`src/rtl/d5m_frame_gen.sv`:
```
// d5m_frame_gen: D5M camera emulator producing frame-valid / line-valid /
// pixel-data timing with a selectable test pattern.
//
// Optional feature: define D5M_FRAME_GEN_LFSR_EN to build the 16-bit LFSR
// pattern (pattern_sel = 3). Without it, pattern 3 drives zero pixels.
//
// Every output is a register loaded from the current FSM state and
// counters. As a result, outputs trail the state by one pixel clock.
`timescale 1ns/1ps

module d5m_frame_gen #(
    parameter int IMG_WIDTH  = 8,
    parameter int IMG_HEIGHT = 4,
    parameter int DATA_WIDTH = 12,
    parameter int H_BLANK    = 3,
    parameter int V_BLANK    = 5,
    parameter int FV_LEAD    = 2
) (
    input  logic                  pixclk,
    input  logic                  reset,
    input  logic                  enable,
    input  logic [1:0]            pattern_sel,
    output logic                  ifval,
    output logic                  ilval,
    output logic [DATA_WIDTH-1:0] idata,
    output logic [15:0]           frame_count,
    output logic                  busy
);

    // Phase and line counters are wide enough for any supported pixel width.
    localparam int CW = 16;

    localparam logic [CW-1:0] ONE       = CW'(1);
    localparam logic [CW-1:0] LEAD_LAST = CW'(FV_LEAD - 1);
    localparam logic [CW-1:0] X_LAST    = CW'(IMG_WIDTH - 1);
    localparam logic [CW-1:0] HB_LAST   = CW'(H_BLANK - 1);
    localparam logic [CW-1:0] Y_LAST    = CW'(IMG_HEIGHT - 1);
    localparam logic [CW-1:0] VB_LAST   = CW'(V_BLANK - 1);

    // Bayer GRBG levels: green at mid-scale (MSB only), red full, blue zero.
    localparam logic [DATA_WIDTH-1:0] PIX_G = {1'b1, {(DATA_WIDTH-1){1'b0}}};
    localparam logic [DATA_WIDTH-1:0] PIX_R = {DATA_WIDTH{1'b1}};
    localparam logic [DATA_WIDTH-1:0] PIX_B = {DATA_WIDTH{1'b0}};

    typedef enum logic [2:0] {
        IDLE   = 3'd0,
        VLEAD  = 3'd1,
        LINE   = 3'd2,
        HBLANK = 3'd3,
        VBLANK = 3'd4
    } state_t;

    state_t                state;
    logic [CW-1:0]         cnt;        // cycle count in the current state; x while in LINE
    logic [CW-1:0]         y;          // active line index within the frame
    logic [1:0]            pat;        // pattern latched for the frame in progress
    logic                  frame_start;
    logic [DATA_WIDTH-1:0] lfsr_pix;

    // Bayer GRBG mosaic selected by row and column parity.
    function automatic logic [DATA_WIDTH-1:0] bayer_value(input logic row_odd,
                                                          input logic col_odd);
        logic [DATA_WIDTH-1:0] v;
        case ({row_odd, col_odd})
            2'b00:   v = PIX_G;
            2'b01:   v = PIX_R;
            2'b10:   v = PIX_B;
            default: v = PIX_G;
        endcase
        return v;
    endfunction

    // Pixel value for one active position; rnd carries the LFSR sample.
    function automatic logic [DATA_WIDTH-1:0] pixel_value(input logic [1:0]            sel,
                                                          input logic [DATA_WIDTH-1:0] x_lo,
                                                          input logic [DATA_WIDTH-1:0] y_lo,
                                                          input logic [DATA_WIDTH-1:0] rnd);
        logic [DATA_WIDTH-1:0] v;
        case (sel)
            2'd0:    v = x_lo;
            2'd1:    v = y_lo;
            2'd2:    v = bayer_value(y_lo[0], x_lo[0]);
            default: v = rnd;
        endcase
        return v;
    endfunction

    // A new frame begins from IDLE or at the end of VBLANK, gated by enable.
    assign frame_start = enable && ((state == IDLE) ||
                                    ((state == VBLANK) && (cnt == VB_LAST)));

`ifdef D5M_FRAME_GEN_LFSR_EN
    localparam logic [15:0] LFSR_SEED = 16'hACE1;

    logic [15:0] lfsr;

    // Fibonacci LFSR x^16+x^14+x^13+x^11+1, shifting right with feedback into bit 15.
    function automatic logic [15:0] lfsr_step(input logic [15:0] s);
        return {s[0] ^ s[2] ^ s[3] ^ s[5], s[15:1]};
    endfunction

    // Reseed at every frame start and advance once per active pixel.
    always_ff @(posedge pixclk or posedge reset) begin
        if (reset) begin
            lfsr <= LFSR_SEED;
        end else if (frame_start) begin
            lfsr <= LFSR_SEED;
        end else if (state == LINE) begin
            lfsr <= lfsr_step(lfsr);
        end
    end

    // The current LFSR value feeds the pixel, so the first pixel is the seed.
    assign lfsr_pix = lfsr[DATA_WIDTH-1:0];
`else
    assign lfsr_pix = '0;
`endif

    // Frame FSM plus registered timing and pixel outputs.
    always_ff @(posedge pixclk or posedge reset) begin
        if (reset) begin
            state       <= IDLE;
            cnt         <= '0;
            y           <= '0;
            pat         <= 2'd0;
            ifval       <= 1'b0;
            ilval       <= 1'b0;
            idata       <= '0;
            frame_count <= 16'd0;
            busy        <= 1'b0;
        end else begin
            ifval <= (state == VLEAD) || (state == LINE) || (state == HBLANK);
            ilval <= (state == LINE);
            busy  <= (state != IDLE);

            if (state == LINE) begin
                idata <= pixel_value(pat, cnt[DATA_WIDTH-1:0], y[DATA_WIDTH-1:0], lfsr_pix);
            end else begin
                idata <= '0;
            end

            // ifval is still high on the first VBLANK cycle: this edge is its fall.
            if ((state == VBLANK) && ifval) begin
                frame_count <= frame_count + 16'd1;
            end

            if (frame_start) begin
                pat <= pattern_sel;
                y   <= '0;
            end

            case (state)
                IDLE: begin
                    if (enable) begin
                        state <= VLEAD;
                        cnt   <= '0;
                    end
                end
                VLEAD: begin
                    if (cnt == LEAD_LAST) begin
                        state <= LINE;
                        cnt   <= '0;
                    end else begin
                        cnt <= cnt + ONE;
                    end
                end
                LINE: begin
                    if (cnt == X_LAST) begin
                        state <= HBLANK;
                        cnt   <= '0;
                    end else begin
                        cnt <= cnt + ONE;
                    end
                end
                HBLANK: begin
                    if (cnt == HB_LAST) begin
                        cnt <= '0;
                        if (y == Y_LAST) begin
                            state <= VBLANK;
                        end else begin
                            y     <= y + ONE;
                            state <= LINE;
                        end
                    end else begin
                        cnt <= cnt + ONE;
                    end
                end
                VBLANK: begin
                    if (cnt == VB_LAST) begin
                        cnt   <= '0;
                        state <= enable ? VLEAD : IDLE;
                    end else begin
                        cnt <= cnt + ONE;
                    end
                end
                default: begin
                    state <= IDLE;
                    cnt   <= '0;
                end
            endcase
        end
    end

endmodule

```
`config.mk`:
```
export PLATFORM = sky130hd
export DESIGN_NAME = d5m_frame_gen
export DESIGN_NICKNAME = d
export VERILOG_FILES = /design/src/rtl/d5m_frame_gen.sv
export SDC_FILE = /design/constraint.sdc
export NUM_CORES = 1
export LEC_CHECK = 0
export CORE_MARGIN = 3
export CORE_UTILIZATION = 50
export DETAILED_ROUTE_END_ITERATION = 6
export PLACE_DENSITY = 0.74
export SYNTH_ARGS = -nofsm -noshare
export SYNTH_HDL_FRONTEND = slang
export SYNTH_SLANG_ARGS = --single-unit
```
`constraint.sdc`:
```
create_clock -name pixclk -period 2.4 [get_ports pixclk]
set_clock_uncertainty 0.15 [all_clocks]
set_input_delay 0.48 -clock pixclk [delete_from_list [all_inputs] [get_ports pixclk]]
set_output_delay 0.48 -clock pixclk [all_outputs]
set_load 0.02 [all_outputs]
```
Word level (Yosys, flattened, before mapping)
Cells that the tools add are included.

Register bits: 68. ROM bits: 0. Memories: 0. Latch bits: 0. Bits of input ports: 5. Output and inout bits: 31. RAM bits: 0.

$lt $le $gt $ge: 0. Bitwise operators: 0. Reduce and logical (&&, ||, !) cells: 10. Shift-type cells: 0. Equality and inequality tests: 18. Mux-type cells: 21. Divide/modulo/power cells: 0. Multipliers: 0. Add/sub/neg operators: 3.

Operator list (count): $mux W16 (9); $pmux W16 S5 (1); $add A16 B1 Y16 const B (3); $pmux W12 S3 (1); $eq A16 B2 Y1 const B (2); $eq A16 B3 Y1 const B (2); $pmux W12 S2 (1); $mux W3 (6); $eq A16 B1 Y1 const B (1); $pmux W3 S5 (1); $mux W12 (1); $eq A3 B2 Y1 const B (2); $ne A2 B1 Y1 const B (3); $reduce_and A5 Y1 (1); $eq A2 B1 Y1 const B (2); $eq A2 B2 Y1 const B (2); $ne A2 B2 Y1 const B (2); $eq A3 B1 Y1 const B (1); $eq A3 B3 Y1 const B (1); $logic_and A1 B1 Y1 (3); $logic_not A3 Y1 (1); $logic_or A1 B1 Y1 (3); $reduce_bool A3 Y1 (1); $logic_not A2 Y1 (1); $mux W1 (1).

Depth between registers and ports, before layout
Depth in word-level cells: 8. Depth in mapped cells: 8. Mapped depth without buffers: 7.

Least setup slack after synthesis
OpenSTA, ideal clock, no wires.

Path kind: register -> register. Start point: reg cnt[10]. End point: reg state[0]. Slack: 0.195 ns. Arrival time: 1.930 ns. Period minus slack after synthesis: 2.205 ns. Stages on the path, launching flop included: 6. Required time: 2.125 ns. Path through: dfrtp_1 > or4_4 > nor4_4 > o22ai_2 > nor2_1 > mux2_2.

Cells in the longest elaborated chain, start to end: 3. Elaborated cells between the ends (all ways): 9. Those cells by class: eq/ne (8); reduce/logical (1).

Ends and longest elaborated chain: start, declared (RTL line 54) `logic [CW-1:0] cnt;`; start signal, assigned (RTL line 164) `cnt <= cnt + ONE;`; start signal, assigned (RTL line 172) `cnt <= cnt + ONE;`; start signal, assigned (RTL line 185) `cnt <= cnt + ONE;`; $eq A16 B3 Y1, or another cell as far along (RTL line 168) `if (cnt == X_LAST) begin`; $ne A2 B1 Y1 (no source line) or $ne A2 B2 Y1 (tied branches); $reduce_and A5 Y1 (no source line) *; end signal, assigned (RTL line 191) `state <= enable ? VLEAD : IDLE;`; end, declared (RTL line 53) `state_t state;`.

Every way passes the cells marked *; elsewhere a longest branch is shown, timed or not. A chain may end at the register's enable or synchronous reset.

Worst setup path in the final report
Start point: reg cnt[12]. End point: reg state[0].

The elaborated chain is that of the path after synthesis.

==> impl_metrics.json <==
{
  "status": "finished, final reports clean",
  "grt_pass1_vias": 2587,
  "grt_pass1_wl_um": 12200,
  "portBuffers": 35,
  "core_um2": 6570,
  "syn_inst": 353,
  "htree_levels": 3,
  "place_hpwl_um": 5030,
  "powerDensity_nw_per_um2": 845,
  "postCtsSetupBuffers": 0,
  "synth_edf_count": 0,
  "synth_nets": 364,
  "fmax_ghz": 0.435,
  "grt_max_degree": 69,
  "die_height_um": 89.6,
  "yosysUniqueCellTypes": 48,
  "crit_buf_inv": 0,
  "rows": 29,
  "vias_per_cell": 5.40,
  "crit_chain": "or4_4, nor4_4, o22ai_2, nor2_1, mux2_2",
  "drc_errors": 0,
  "finalHoldViolCount": 0,
  "syn_avg_cell_area_um2": 9.89,
  "total_power_mw": 3.55,
  "yosysWarnings": 0,
  "ant_nets": 0,
  "fillCellCount": 543,
  "drv_cap": 0,
  "globalplace.congestion": 0.829,
  "critPathKind": "flip-flop to flip-flop",
  "first_pass_iters": 4,
  "regArea_um2": 1700,
  "final_area_um2": 4200,
  "grt_setup_unrepaired": "false",
  "tns_ns": 0,
  "critPathTopFamily": "simple AND/OR/NAND/NOR gates",
  "slew_violations": 0,
  "multi_input_area_um2": 1670,
  "min_period_ns": 2.30,
  "cts_inserted_buffers": 9,
  "crit_path_top_delay_cell": "or4_4",
  "placed_cell_area_um2": 4040,
  "clk_latency_ns": 0.34,
  "fin_nets": 412,
  "hold_class": "flip-flop to flip-flop",
  "io_pins": 36,
  "ys_ff_latch": 68,
  "crit_arrival_ns": 2.37,
  "areaGrowthSynthToFinish_pct": 20.2,
  "initial_core_util_pct": 53.2,
  "cp_max_fo": 4,
  "synthArstFlopShare_pct": 100,
  "final_util_pct": 63.9,
  "antenna_cells": 0,
  "antenna_found_initial": 0,
  "cts_tree": "yes",
  "drt_wl_total_um": 6990,
  "cts_sinks": 68,
  "cp-end-kind": "flip-flop",
  "dieArea_um2": 8020,
  "cp_slowest_stage_delay_ns": 0.60,
  "vias": 2687,
  "maxSlewHeadroom_pct": 54.9,
  "peakVddDrop_mv": 0.505,
  "cts_root_buf": "clkbuf_8",
  "min_period_over_period_pct": 95.7,
  "grtUsageTotal_pct": 19.7,
  "syn_area_um2": 3490,
  "path_clk_slew_ns": 0.07,
  "gr-total-overflow": 0,
  "drive_gt1_share_pct": 14.3,
  "wl_per_cell_um": 14.0,
  "dr.first_iter.drc_count": 135,
  "die_width_um": 89.6,
  "holdBufCountCts": 0,
  "ys.flop_type": "dfrtp_1",
  "clk_path_buf_depth": 2,
  "setup_viol": 0,
  "worst_slew_pin_slew_ns": 0.675,
  "seq_area_frac_synth_pct": 48.7,
  "start_kind": "flip-flop",
  "cp_data_required_time_ns": 2.47,
  "leakage_nw": 1.86
}
## final cells by class
cell class	instances	share of cell area, %
tap	93	2.77
timing repair buffer	53	12.2
clock inverter	3	0.358
sequential	68	40.5
multi-input combinational	257	39.9
clock buffer	12	3.22
inverter	12	1.07
## final timing paths
| kind | startpoint | to | slack [ns] | cells after the start |
|---|---|---|---|---|
| setup / recovery | cnt[12] | state[0] | 0.10 | 5 |
| hold / removal | y[15] | y[15] | 0.33 | 1 |
| setup reg to reg | cnt[12] | state[0] | 0.10 | 5 |
| hold reg to reg | y[15] | y[15] | 0.33 | 1 |
| max in group asynchronous | reset | idata[7] | 1.42 | 3 |
| min in group asynchronous | reset | frame_count[1] | 0.38 | 3 |
## sequential cells by signal, summed over array words and instances, names as in the netlist
| signal | flops |
|---|---|
| state | 3 |
| ifval | 1 |
| cnt | 16 |
| pat | 2 |
| idata | 12 |
| busy | 1 |
| ilval | 1 |
| y | 16 |
| frame_count | 16 |
## cells in the mapped netlist, types with 9 or more instances
master	number	area, µm²
a21oi_1	26	130
clkbuf_1	9	33.8
dfrtp_1	68	1700
inv_1	12	45.0
mux2i_1	12	120
nand2_1	32	120
nand2b_1	10	62.6
nand3_1	16	80.1
nand4_1	19	119
nor2_1	35	131
nor2_2	10	62.6
xnor2_1	18	158
xor2_1	14	123
## report_power, final
group / switching, mW / internal [mW] / leakage (nW)
logic: 0.691 / 0.557 / 0.863
registers: 0.207 / 1.32 / 0.915
clock network: 0.404 / 0.365 / 0.0800
## through the flow
step	setup slack, ns	std cells	hold WS [ns]
3_5_place_dp	0.0818	483	0.318
2_1_floorplan	0.0585	353	0.299
4_1_cts	0.0725	498	0.331
5_1_grt	0.00139	498	0.348
6_report	0.102	498	0.329
3_3_place_gp	0.0879	483	0.308
## placed cells by master, fill, tap and decap left out, types with 12 or more instances in the layout
cell type and instances:
xor2_1 14, nand4_1 19, nand2_1 32, nand3_1 16, xnor2_1 18, a21oi_1 25
nor2_1 35, buf_4 16, clkdlybuf4s50_1 35, dfrtp_1 68, mux2i_1 12
## logic make-up after synthesis
group	after synthesis	synth area share, %
AND/OR/NAND/NOR	165	26.8
buffers and inverters	28	3.66
AO/OA/AOI/OAI	40	6.56
flip-flops	68	48.7
multiplexers	14	4.09
XOR/XNOR	32	8.03
adder cells (fa/ha/maj)	6	2.15
## what timing repair did
| item | CTS | global route |
|---|---|---|
| endpoints found under the hold margin | 0 | 0 |
| resized for setup | 0 | 2 |
| setup endpoints to repair | 0 | 5 |
## per-layer routing
metal  track usage, %  up-vias  routed length, µm
li1                 -     1329                  -
met1             28.2     1290               3300
met2             29.7       53               3260
met3             3.59       15                286
met4             7.58        0                141
met5                0        -                  0
No activity file was read; power rests on OpenSTA's default activity.
